`src/rtl/pe_node_controller.sv`:
```
// PE node controller: input FIFO, CONFIG/READ/CALC packet handling and the per-layer broadcast/compute FSM.
// Build option: define PE_NODE_READ_EN to enable the READ response path.
`ifndef ROUTER_WIDTH
`define ROUTER_WIDTH 36
`endif
`ifndef TOT_FIFO_DEPTH
`define TOT_FIFO_DEPTH 4
`endif
`ifndef PeLayerNoBus
`define PeLayerNoBus 3:0
`endif

module pe_node_controller #(
    parameter int PE_ID      = 0,
    parameter int FIFO_DEPTH = `TOT_FIFO_DEPTH
) (
    input  logic                     clk,
    input  logic                     rst,
    input  logic                     in_data_valid,
    input  logic [`ROUTER_WIDTH-1:0] in_data,
    output logic                     upstream_credit,
    output logic                     out_data_valid,
    output logic [`ROUTER_WIDTH-1:0] out_data,
    input  logic                     downstream_credit,
    output logic                     rf_wr_en,
    output logic [9:0]               rf_wr_addr,
    output logic [15:0]              rf_wr_data,
    output logic                     rf_rd_en,
    output logic [9:0]               rf_rd_addr,
    input  logic [15:0]              rf_rd_data,
    output logic                     bcast_start,
    input  logic                     bcast_done,
    output logic                     comp_start,
    output logic [`PeLayerNoBus]     comp_layer,
    input  logic                     comp_done,
    output logic                     done
);
    localparam int RW    = `ROUTER_WIDTH;
    localparam int PTR_W = (FIFO_DEPTH > 1) ? $clog2(FIFO_DEPTH) : 1;
    localparam int CNT_W = $clog2(FIFO_DEPTH) + 1;

    localparam logic [3:0] INFO_CONFIG   = 4'd1;
    localparam logic [3:0] INFO_READ     = 4'd2;
    localparam logic [3:0] INFO_CALC     = 4'd3;
    localparam logic [3:0] INFO_FIN_BC   = 4'd4;
    localparam logic [3:0] INFO_FIN_COMP = 4'd5;

    localparam logic [2:0] S_IDLE    = 3'd0;
    localparam logic [2:0] S_BCAST   = 3'd1;
    localparam logic [2:0] S_SEND_FB = 3'd2;
    localparam logic [2:0] S_WAIT_FB = 3'd3;
    localparam logic [2:0] S_COMP    = 3'd4;
    localparam logic [2:0] S_SEND_FC = 3'd5;
    localparam logic [2:0] S_WAIT_FC = 3'd6;

    logic [2:0]          state;
    logic [`PeLayerNoBus] layer_no, layer_idx, last_idx;
    localparam int LNW = $bits(layer_no);

    // ---------------- input FIFO ----------------
    logic [RW-1:0]    fifo_mem [FIFO_DEPTH];
    logic [PTR_W-1:0] wr_ptr, rd_ptr;
    logic [CNT_W-1:0] fifo_cnt;
    logic             fifo_empty, fifo_full, push, pop;

    function automatic logic [PTR_W-1:0] ptr_inc(input logic [PTR_W-1:0] p);
        return (p == PTR_W'(FIFO_DEPTH - 1)) ? '0 : p + PTR_W'(1);
    endfunction

    assign fifo_empty = (fifo_cnt == '0);
    assign fifo_full  = (fifo_cnt == CNT_W'(FIFO_DEPTH));
    assign push       = in_data_valid && !fifo_full;

    always_ff @(posedge clk) begin
        if (push) fifo_mem[wr_ptr] <= in_data;
    end

    always_ff @(posedge clk or posedge rst) begin
        if (rst) begin
            wr_ptr   <= '0;
            rd_ptr   <= '0;
            fifo_cnt <= '0;
        end else begin
            if (push) wr_ptr <= ptr_inc(wr_ptr);
            if (pop)  rd_ptr <= ptr_inc(rd_ptr);
            if (push && !pop)      fifo_cnt <= fifo_cnt + CNT_W'(1);
            else if (!push && pop) fifo_cnt <= fifo_cnt - CNT_W'(1);
        end
    end

    logic [RW-1:0] head;
    logic [3:0]    head_info;
    logic [15:0]   head_addr, head_data;
    logic          for_me, addr_zero;

    assign head      = fifo_mem[rd_ptr];
    assign head_info = head[35:32];
    assign head_addr = head[31:16];
    assign head_data = head[15:0];
    assign for_me    = (head_addr[15:10] == 6'(PE_ID));
    assign addr_zero = (head_addr == '0);

    // ---------------- output credit and send arbitration ----------------
    logic [CNT_W-1:0] out_credit;
    logic             has_credit, fin_pending, fin_send, resp_send;
    logic             resp_valid;
    logic [15:0]      resp_addr, resp_data;

    assign has_credit  = (out_credit != '0);
    assign fin_pending = (state == S_SEND_FB) || (state == S_SEND_FC);
    assign fin_send    = fin_pending && has_credit;
    assign resp_send   = resp_valid && has_credit && !fin_pending;

    assign out_data_valid = fin_send || resp_send;
    always_comb begin
        out_data = '0;
        if (fin_send)
            out_data = RW'({(state == S_SEND_FB) ? INFO_FIN_BC : INFO_FIN_COMP, 16'h0, 16'(PE_ID)});
        else if (resp_send)
            out_data = RW'({INFO_READ, resp_addr, resp_data});
    end

    always_ff @(posedge clk or posedge rst) begin
        if (rst)
            out_credit <= CNT_W'(FIFO_DEPTH);
        else if (out_data_valid && !downstream_credit)
            out_credit <= out_credit - CNT_W'(1);
        else if (!out_data_valid && downstream_credit)
            out_credit <= out_credit + CNT_W'(1);
    end

    // ---------------- READ path ----------------
`ifdef PE_NODE_READ_EN
    logic        read_local, rd_pend;
    logic [15:0] rd_addr_q;

    assign read_local = (head_info == INFO_READ) && for_me;
    // A READ waits until the single response slot (including a capture in flight) is free.
    assign pop        = !fifo_empty && !(read_local && (resp_valid || rd_pend));
    assign rf_rd_en   = pop && read_local;
    assign rf_rd_addr = rf_rd_en ? head_addr[9:0] : '0;

    always_ff @(posedge clk or posedge rst) begin
        if (rst) begin
            rd_pend    <= 1'b0;
            rd_addr_q  <= '0;
            resp_valid <= 1'b0;
            resp_addr  <= '0;
            resp_data  <= '0;
        end else begin
            rd_pend <= rf_rd_en;
            if (rf_rd_en) rd_addr_q <= head_addr;
            if (rd_pend) begin
                resp_valid <= 1'b1;
                resp_addr  <= rd_addr_q;
                resp_data  <= rf_rd_data;
            end else if (resp_send) begin
                resp_valid <= 1'b0;
            end
        end
    end
`else
    logic unused_rd_data;
    assign unused_rd_data = ^rf_rd_data;
    assign pop        = !fifo_empty;
    assign rf_rd_en   = 1'b0;
    assign rf_rd_addr = '0;
    assign resp_valid = 1'b0;
    assign resp_addr  = '0;
    assign resp_data  = '0;
`endif

    // ---------------- CONFIG path and credit return ----------------
    always_ff @(posedge clk or posedge rst) begin
        if (rst) begin
            upstream_credit <= 1'b0;
            rf_wr_en        <= 1'b0;
            rf_wr_addr      <= '0;
            rf_wr_data      <= '0;
            layer_no        <= '0;
        end else begin
            upstream_credit <= pop;
            rf_wr_en        <= 1'b0;
            if (pop && head_info == INFO_CONFIG) begin
                if (addr_zero) begin
                    layer_no <= head_data[`PeLayerNoBus];
                end else if (for_me) begin
                    rf_wr_en   <= 1'b1;
                    rf_wr_addr <= head_addr[9:0];
                    rf_wr_data <= head_data;
                end
            end
        end
    end

    // ---------------- layer FSM ----------------
    assign last_idx   = (layer_no == '0) ? '0 : layer_no - LNW'(1);
    assign comp_layer = layer_idx;

    always_ff @(posedge clk or posedge rst) begin
        if (rst) begin
            state       <= S_IDLE;
            layer_idx   <= '0;
            bcast_start <= 1'b0;
            comp_start  <= 1'b0;
            done        <= 1'b0;
        end else begin
            bcast_start <= 1'b0;
            comp_start  <= 1'b0;
            done        <= 1'b0;
            case (state)
                S_IDLE: if (pop && head_info == INFO_CALC) begin
                    layer_idx   <= '0;
                    state       <= S_BCAST;
                    bcast_start <= 1'b1;
                end
                S_BCAST:   if (bcast_done) state <= S_SEND_FB;
                S_SEND_FB: if (fin_send)   state <= S_WAIT_FB;
                S_WAIT_FB: if (pop && head_info == INFO_FIN_BC) begin
                    state      <= S_COMP;
                    comp_start <= 1'b1;
                end
                S_COMP:    if (comp_done)  state <= S_SEND_FC;
                S_SEND_FC: if (fin_send)   state <= S_WAIT_FC;
                S_WAIT_FC: if (pop && head_info == INFO_FIN_COMP) begin
                    if (layer_idx == last_idx) begin
                        state <= S_IDLE;
                        done  <= 1'b1;
                    end else begin
                        layer_idx   <= layer_idx + LNW'(1);
                        state       <= S_BCAST;
                        bcast_start <= 1'b1;
                    end
                end
                default: state <= S_IDLE;
            endcase
        end
    end

endmodule

```
`config.mk`:
```
export PLATFORM = sky130hd
export DESIGN_NAME = pe_node_controller
export DESIGN_NICKNAME = d
export VERILOG_FILES = /design/src/rtl/pe_node_controller.sv
export SDC_FILE = /design/constraint.sdc
export NUM_CORES = 1
export LEC_CHECK = 0
export ABC_AREA = 1
export CAP_MARGIN = 10
export CORE_UTILIZATION = 53
export DETAILED_ROUTE_END_ITERATION = 6
export PLACE_DENSITY = 0.88
export SETUP_SLACK_MARGIN = 0.3
export SYNTH_ARGS = -nofsm -noshare
export SYNTH_HDL_FRONTEND = slang
export SYNTH_SLANG_ARGS = --single-unit
```
`constraint.sdc`:
```
create_clock -name clk -period 3.14 [get_ports clk]
set_clock_uncertainty 0.15 [all_clocks]
set_input_delay 0.942 -clock clk [delete_from_list [all_inputs] [get_ports clk]]
set_output_delay 0.942 -clock clk [all_outputs]
set_load 0.03 [all_outputs]
```
* Yosys cells after proc, flatten, opt, wreduce, memory -nomap -nowiden
Memory sizes are Yosys's and may differ from the RTL's.
Index checks and enable logic that the tools add are counted.
** Storage, ports and cells
- Bits of input ports :: 58
- RAM bits :: 144
- Register bits :: 52
- Memories kept :: 1
** Operators by class
- Add/sub/neg operators :: 8
- Eq/ne operators :: 22
- Mux-type cells :: 36
- Bitwise gates (word level) :: 1
- Reduce and logical (&&, ||, !) cells :: 29
** Memory list
- fifo_mem :: words 4, bits a word 36, rd ports 1, clocked after Yosys merged registers in 0, wr ports 1, RTL line 61 : logic [RW-1:0] fifo_mem [FIFO_DEPTH];
** Operator list (count)
- 35-bit two-way mux :: 1
- 3-bit two-way mux :: 11
- 3-bit case mux with 7 select lines :: 1
- 16-bit zero test :: 1
- 4-bit two-way mux :: 4
- 2-bit != test (second input constant) :: 8
- 1-bit two-way mux :: 15
- 3-bit equality test (second input constant) :: 4
- 1-bit logical AND :: 10
- 4-bit by 3-bit equality test with 1-bit output (second input constant) :: 2
- 4-bit case mux with 2 select lines :: 1
- 7-bit AND reduction :: 1
- 3-bit by 1-bit adder with 3-bit output (second input constant) :: 2
- 3-bit by 2-bit equality test with 1-bit output (second input constant) :: 2
- 3-bit zero test :: 2
- 6-bit zero test :: 1
- 2-bit nonzero test :: 3
- 3-bit by 1-bit subtractor with 3-bit output (second input constant) :: 2
- 1-bit zero test :: 5
- 2-bit by 1-bit adder with 2-bit output (second input constant) :: 2
- 4-bit by 1-bit adder with 4-bit output (second input constant) :: 1
- 2-bit equality test (second input constant) :: 2
- 4-bit by 1-bit equality test with 1-bit output (second input constant) :: 1
- 4-bit by 2-bit equality test with 1-bit output (second input constant) :: 1
- 12 further kinds :: 13

* Logic depth before layout (Yosys ltp)
- Word-level depth :: 7
- Gate-level depth with buffers :: 15

* Worst setup path after synthesis
Ideal clock, no wire load.
- Kind :: in2reg
- Start point :: input in_data_valid
- End point :: memory fifo_mem[0][0] (netlist bit), enable pin
- Path buffers :: 0
- Data required time :: 2.561 ns
- Setup slack :: -0.098 ns
- Arrival time :: 2.659 ns
- Library setup time :: 0.429 ns
- Stages :: 2
- Path through :: o21ai_0 > nor2_1
** Between the ends
- Word-level cells in the longest chain between the ends :: 3
** Ends and longest elaborated chain
- start: declaration :: RTL line 19 : input logic in_data_valid,
- 1-bit logical AND :: RTL line 72 : assign push = in_data_valid && !fifo_full;
- 1-bit two-way mux :: RTL line 75 : if (push) fifo_mem[wr_ptr] <= in_data;
- 1-bit two-way mux (not written as such) :: RTL line 75
- end: declaration :: RTL line 61
No other way between the ends.

* Worst setup path after layout
- Start point :: register state[0]
- End point :: output out_data[34]
** Between the ends
- Word-level cells in the longest chain between the ends :: 4
** Ends and longest elaborated chain
- start: declaration :: RTL line 56 : logic [2:0] state;
- start signal: assignment :: RTL line 202 : state <= S_IDLE;
- start signal: assignment :: RTL line 214 : state <= S_BCAST;
- start signal: assignment :: RTL line 217 : S_BCAST: if (bcast_done) state <= S_SEND_FB;
- 3-bit by 2-bit equality test with 1-bit output or 3-bit equality test (tied branches) :: RTL line 110 : assign fin_pending = (state == S_SEND_FB) || (state == S_SEND_FC);
- 1-bit logical OR (*) :: RTL line 110
- 1-bit logical AND (*) :: RTL line 111 : assign fin_send = fin_pending && has_credit;
- 35-bit two-way mux (*) :: RTL line 117 : if (fin_send)
- end: declaration :: RTL line 23 : output logic [`ROUTER_WIDTH-1:0] out_data,
Mark *: on every way between the ends. The rest lies on a longest branch, timed or not.

==> impl_metrics.env <==
export IMPL_die_x_um=129
export IMPL_antenna_found_initial=0
export IMPL_clk_pin_slew_ns=0.07
export IMPL_utilization_pct=63.6
export IMPL_synthArstFlopShare_pct=26.5
export IMPL_drv_cap=0
export IMPL_io_pins=141
export IMPL_end_kind="primary output"
export IMPL_drt_antenna_violating_nets=0
export IMPL_core_area_mm2=0.0158
export IMPL_cp_num_cells=5
export IMPL_clock_fmax_mhz=366
export IMPL_root_buffer="clkbuf_16"
export IMPL_final_cell_mix="nand2_1 (187), edfxtp_1 (144), clkdlybuf4s50_1 (76)"
export IMPL_portBuffers=79
export IMPL_die_h_um=129
export IMPL_finalHoldViolCount=0
export IMPL_diodes=0
export IMPL_synthDistinctLibCells=34
export IMPL_ys_seq_area_share_pct=65.9
export IMPL_dr_total_vias=5603
export IMPL_drt_iter0_markers=542
export IMPL_vdd_drop_max_uv=552
export IMPL_start_util_pct=53.9
export IMPL_yosys_area_top_type_share_pct=50.7
export IMPL_grt_overflow_total=0
export IMPL_leakagePower_nw=4.18
export IMPL_cts_setup_buffers=0
export IMPL_ys_ff_latch=196
export IMPL_via_per_inst=5.13
export IMPL_multi_input_area_mm2=0.00236
export IMPL_grt_pass1_wl_um=26300
export IMPL_hold_class="flip-flop to flip-flop"
export IMPL_setup_viol=0
export IMPL_routedWlPerCell_um=15.3
export IMPL_drc=0
export IMPL_cpPeakStageDelay_ns=0.38
export IMPL_grtUsageTotal_pct=21.5
export IMPL_drive_gt1_share_pct=8.33
export IMPL_rsz0062_at_grt="false"
export IMPL_synth_ff_type="edfxtp_1"
export IMPL_netlist_area_mm2=0.00853
export IMPL_wirelength_um=16700
export IMPL_crit_path_top_delay_cell="dfrtp_1"
export IMPL_r2r_cells=10
export IMPL_mostFrequentLayoutCell="nand2_1"
export IMPL_ys_warnings_count=0
export IMPL_syn_inst=779
export IMPL_min_period_ns=2.73
export IMPL_hold_depth=2
export IMPL_clock_path_buffers=2
export IMPL_setup_tns_ns=0
export IMPL_crit_type="flip-flop to primary output"
export IMPL_area_growth_syn_to_layout_pct=17.9
export IMPL_cp_max_fo=6
export IMPL_cts_buffers=17
export IMPL_cts_tree="done"
export IMPL_place_gp_congestion=0.793
export IMPL_htreeDepth=4
export IMPL_synth_area_leaders="edfxtp_1 (51%), dfrtp_1 (15%), nand2_1 (8.2%)"
export IMPL_period_share_pct=87.0
export IMPL_required_ns=2.05
export IMPL_critPathTopFamily="flip-flops"
export IMPL_n_fill_cell=1149
export IMPL_report_final_slew_viol_count=0
export IMPL_powerDensity_mw_per_mm2=931
export IMPL_clock_sinks=196
export IMPL_yosys_area_top_type="edfxtp_1"
export IMPL_worstSkewPairLatency_ns=0.44
export IMPL_crit_chain="inv_1 > nor2_2 > nand2_1 > a21oi_2 > clkbuf_4"
export IMPL_firstDrtPassIters=6
export IMPL_synth_edff_count=144
export IMPL_place_hpwl_um=10300
export IMPL_grt_pass1_vias=5407
export IMPL_fin_nets=930
export IMPL_dieArea_mm2=0.0166
export IMPL_cp_arrival_ns=1.64
export IMPL_status="finished clean"
export IMPL_syn_avg_cell_area_um2=11.0
export IMPL_ff_latch_area_mm2=0.00563
export IMPL_std_cell_rows=46
export IMPL_startpoint_type="flip-flop"
export IMPL_grt_start_max_net_pins=64
export IMPL_path_buf_inv=2
## where the power goes
group	total, mW	internal, mW	switching, mW
Sequential	3.69	3.44	0.249
Clock	2.28	1.34	0.939
Combinational	3.39	1.14	2.25
## cell usage after synthesis (6+ instances only)
library cell and count:
nand2_1 187, edfxtp_1 144, nor2_1 71, inv_1 64, nand3_1 52, dfrtp_1 51
buf_4 49, o21ai_0 44, nand3b_1 25, o22ai_1 16, a21oi_1 10, clkbuf_1 9
ha_1 8, nor3_1 7, buf_2 6
## per-stage QoR
step / power (mW) / area (um2) / instances / worst slack [ns] / hold slack [ns]
floorplan: 6.08 / 8700 / 823 / -0.0979 / 0.297
global placement: 6.93 / 9440 / 1060 / 0.350 / 0.308
detailed placement: 7.09 / 9440 / 1060 / 0.261 / 0.313
CTS: 9.37 / 10100 / 1092 / 0.358 / 0.329
global route: 9.88 / 10100 / 1092 / 0.314 / 0.336
finish: 9.36 / 10100 / 1092 / 0.408 / 0.324
## kinds of logic (layout without fill, tap and decap cells)
family / count (synthesis) / after routing / share of synthesized area (%)
flops: 196 / 196 / 65.9
simple gates: 358 / 358 / 18.7
fa+ha+maj: 9 / 9 / 1.41
xor+xnor: 7 / 7 / 0.718
other cells: 1 / 45 / 0.0439
compound gates: 71 / 71 / 4.43
buf+inv: 137 / 190 / 8.77
## registers in the layout (all words and copies together), names as in the netlist
name and flops:
fifo_cnt 3, comp_layer 4, wr_ptr 2, state 3
rf_wr_data 16, rf_wr_en 1, upstream_credit 1, out_credit 3
rd_ptr 2, layer_no 4, fifo_mem 144, bcast_start 1
done 1, comp_start 1, rf_wr_addr 10
## tightest hold or removal path: cells and delay by family, from the launching register on
kind	cells	cell delay (ns)
flip-flops	1	0.34
AND/OR/NAND/NOR	2	0.10
## final cells by class
class / count / share of cell area [%]
Tap cell: 216 / 2.69
Multi-Input combinational cell: 490 / 23.5
Clock buffer: 18 / 4.27
Timing Repair Buffer: 91 / 9.13
Sequential cell: 196 / 55.9
Inverter: 67 / 2.55
Clock inverter: 14 / 1.97
## repair_timing
item / in CTS / in global routing
pin swaps: 0 / 1
setup endpoints to repair: 3 / 3
gates resized for setup: 14 / 4
hold buffers: 0 / 0
## per-layer routing
metal  global-route usage, %  part of all wire (%)  vias to the layer above
met4                    11.5                   1.9                        0
met1                    25.4                    40                     2631
met5                       0                     0                        -
met2                    37.1                    52                      254
met3                    4.49                   6.3                       35
li1                        -                     -                     2683
## final timing paths
kind	slack, ns	startpoint	endpoint
max in group asynchronous	1.45	rst	wr_ptr[1]
hold reg to reg	0.32	rf_wr_addr[4]	rf_wr_addr[4]
min in group asynchronous	0.69	rst	state[2]
setup reg to reg	0.66	rd_ptr[0]	rf_wr_data[2]
hold / removal	0.32	rf_wr_addr[4]	rf_wr_addr[4]
setup / recovery	0.41	state[0]	out_data[34]
(Power assumes the default switching activity.)
==> edit 1 (same settings) <==
`ROUTER_WIDTH`: 36 -> 72.
--- a/src/rtl/pe_node_controller.sv
+++ b/src/rtl/pe_node_controller.sv
@@ -1,7 +1,7 @@
 // PE node controller: input FIFO, CONFIG/READ/CALC packet handling and the per-layer broadcast/compute FSM.
 // Build option: define PE_NODE_READ_EN to enable the READ response path.
 `ifndef ROUTER_WIDTH
-`define ROUTER_WIDTH 36
+`define ROUTER_WIDTH 72
 `endif
 `ifndef TOT_FIFO_DEPTH
 `define TOT_FIFO_DEPTH 4
Ports: changed (resized in_data and out_data); port bits go from 141 to 213. The function was not compared with the original's and may differ.
==> edit 1 against the unedited design <==
Clock power shrank 9.6%. Synthesized area grew 3.2%. Design area grew 1.0%. Register-to-register slack lost 0.16 ns. Power shrank 1.4%. Core utilization shrank 0.29 points. Sequential power is essentially flat. Routed wire length grew 7.0%. Sequential cell count is the same. Synthesized cell count grew 5.1%. Worst setup slack lost 0.014 ns.
==> edit 1: results <==
{
  "post_cts_resized": 3,
  "first_global_vias": 5562,
  "num-nonclk-inverters": 69,
  "p_seq_share_pct": 40.1,
  "min_period_ns": 2.75,
  "hold_ws_ns": 0.324,
  "dr_wl_met3_mm": 1.34,
  "dp_cells": 1104,
  "ys_top_cells_by_count": "194 x nand2_1, 144 x edfxtp_1, 83 x buf_4",
  "synth_fa_ha_area_share_pct": 1.36,
  "track_usage_pct": 22.2,
  "multi_input_area_share_pct": 24.4,
  "grt.met1_usage_pct": 26.7,
  "dp_slack_ns": 0.396,
  "drt_iter0_drc": 389,
  "slowest_delay_ns": 0.74,
  "synth_compound_area_share_pct": 4.38,
  "clockPowerShare_pct": 22.3,
  "final_nets": 1010,
  "final_core_util_pct": 63.3,
  "grt_pass1_wl_mm": 28.1,
  "clock_buffers": 18,
  "cellLeakagePower_nw": 4.30,
  "num_vias": 5889,
  "seq_area_frac_synth_pct": 63.9,
  "firstDrtPassIters": 5,
  "dp_hpwl_mm": 11.7,
  "r2r_slack_ns": 0.50,
  "buffer_area_share_pct": 9.43,
  "synthTopCellsByArea": "edfxtp_1 49%, dfrtp_1 14%, nand2_1 8.3%, buf_4 7.1%, nor2_1 3.0%",
  "avgViaCountPerCell": 5.18,
  "place_area_sq_mm": 0.00962,
  "synth_xor_area_share_pct": 0.696,
  "gp_congestion": 0.794,
  "cp_top_family": "buffers and inverters",
  "grt_use_met3_pct": 5.25,
  "nFillCells": 1198,
  "ir_drop_v": 0.000621,
  "signal_buffers": 95,
  "drive_gt1_share_pct": 7.83,
  "status": "finished clean",
  "wl_mm": 17.9,
  "worst_path_max_delay_cell": "clkdlybuf4s50_1",
  "synthesis.instances": 819,
  "netSwitchingPower_w": 0.00354,
  "clk_share_pct": 5.48,
  "pg_seq_w": 0.00370
}
edit 1: changes by cell type after synthesis, sizes merged:
cell and delta:
or2 -1, inv +2, nand3 -1, o211ai +1, nand2 +6, buf +36, nand3b -3
edit 1: final timing paths:
| kind | startpoint | end | depth (start not counted) |
|---|---|---|---|
| hold / removal | rf_wr_addr[9] | rf_wr_addr[9] | 2 |
| hold reg to reg | rf_wr_addr[9] | rf_wr_addr[9] | 2 |
| setup / recovery | comp_layer[2] | comp_layer[2] | 1 |
| setup reg to reg | rd_ptr[1] | rf_wr_data[11] | 10 |
| max in group asynchronous | rst | upstream_credit | 3 |
| min in group asynchronous | rst | comp_layer[3] | 2 |
edit 1: cell families (layout without fill, tap and decap cells):
kind of cell	Yosys count	count (layout)
adder cells (fa/ha/maj)	9	9
AND/OR/NAND/NOR	359	359
other	1	81
XOR/XNOR	7	7
buffers and inverters	175	196
AO/OA/AOI/OAI	72	72
flip-flops	196	196
==> edit 2 (same settings) <==
Without the edit above. The output `upstream_credit` loses its register stage (`upstream_credit` becomes a continuous assignment).
--- a/src/rtl/pe_node_controller.sv
+++ b/src/rtl/pe_node_controller.sv
@@ -173,13 +173,11 @@
     // ---------------- CONFIG path and credit return ----------------
     always_ff @(posedge clk or posedge rst) begin
         if (rst) begin
-            upstream_credit <= 1'b0;
             rf_wr_en        <= 1'b0;
             rf_wr_addr      <= '0;
             rf_wr_data      <= '0;
             layer_no        <= '0;
         end else begin
-            upstream_credit <= pop;
             rf_wr_en        <= 1'b0;
             if (pop && head_info == INFO_CONFIG) begin
                 if (addr_zero) begin
@@ -192,6 +190,8 @@
             end
         end
     end
+
+    assign upstream_credit = pop;
 
     // ---------------- layer FSM ----------------
     assign last_idx   = (layer_no == '0) ? '0 : layer_no - LNW'(1);
Check against the original RTL: not equivalent (a bounded check fails within 4 cycles, from zero or initial values and one cycle with rst high).
==> edit 2 against the unedited design <==
Routed wire length grew 1.2%. Synthesized area shrank 0.29%. Final cell count shrank 0.55%. Highest routed layer unchanged. Design area shrank 0.67%. Power shrank 1.4%. Largest power group unchanged. Global-route usage grew 0.17 points. Die area shrank 0.29%. Worst setup slack lost 0.0091 ns. Critical path type unchanged. Sequential cell count shrank 1.
==> edit 2: results <==
{
  "status": "finished clean",
  "die_w_um": 129,
  "avgRoutedWirePerCell_um": 15.6,
  "wl_met1_mm": 6.31,
  "grt_pass1_wl_mm": 26.5,
  "gp_congestion": 0.780,
  "worst_path_max_delay_cell": "dfrtp_1",
  "num_vias": 5770,
  "signal_buffers": 91,
  "clockPowerShare_pct": 23.4,
  "drive_gt1_share_pct": 8.23,
  "clock_power_w": 0.00216,
  "worstReg2RegEnd": "rf_wr_data[3]",
  "min_from": "rf_wr_addr[9]",
  "internal_power_w": 0.00569,
  "synthTopCellsByArea": "edfxtp_1 51%, dfrtp_1 15%, nand2_1 8.3%, buf_4 4.3%, nor2_1 3.1%",
  "cellLeakagePower_nw": 4.16,
  "dp_slack_ns": 0.387,
  "dp_hpwl_mm": 10.3,
  "r2r_slack_ns": 0.45,
  "drt_iter0_drc": 494,
  "buffer_area_share_pct": 9.15,
  "first_global_vias": 5668,
  "multiInputGateArea_sq_mm": 0.00236,
  "seq_area_frac_synth_pct": 65.8,
  "holdPathEnd": "rf_wr_addr[9]",
  "clock_buffers": 17,
  "clk_share_pct": 5.94,
  "clkSinkCount": 195,
  "track_usage_pct": 21.7,
  "fmax_mhz": 365,
  "grtUsageMet2_pct": 38.2,
  "hold_depth": 2,
  "avgViaCountPerCell": 5.31,
  "nFillCells": 1093,
  "wl_met2_mm": 8.84,
  "dr_wl_met3_mm": 1.23,
  "dp_cells": 1054,
  "firstDrtPassIters": 5,
  "p_seq_share_pct": 40.2,
  "hold_ws_ns": 0.324,
  "grt_use_met3_pct": 4.74,
  "avgSynthCellArea_sq_um": 10.9,
  "multi_input_area_share_pct": 23.6,
  "place_area_sq_mm": 0.00941
}
edit 2: changes by cell type after synthesis, sizes merged:
cell	change
dfrtp	-1
edit 2: worst max-delay path by stage:
stage                   from              to  cells past startpoint
2_1_floorplan  in_data_valid  fifo_mem[0][0]                      2
3_3_place_gp        state[0]  out_data_valid                      5
3_5_place_dp        state[0]    out_data[34]                      5
4_1_cts             state[0]    out_data[34]                      5
5_1_grt             state[0]  out_data_valid                      5
6_report            state[0]  out_data_valid                      5
edit 2: kinds of logic after synthesis:
kind of cell,Yosys count,synth area share [%]
flip-flops,195,65.8
buffers and inverters,137,8.79
AND/OR/NAND/NOR,358,18.8
adder cells (fa/ha/maj),9,1.41
AO/OA/AOI/OAI,71,4.44
other,1,0.0441
XOR/XNOR,7,0.721
edit 2: what timing repair did:
item | 4_1_cts | 5_1_grt
resized for setup | 4 | 8
setup buffers | 0 | 0
setup endpoints to repair | 4 | 21
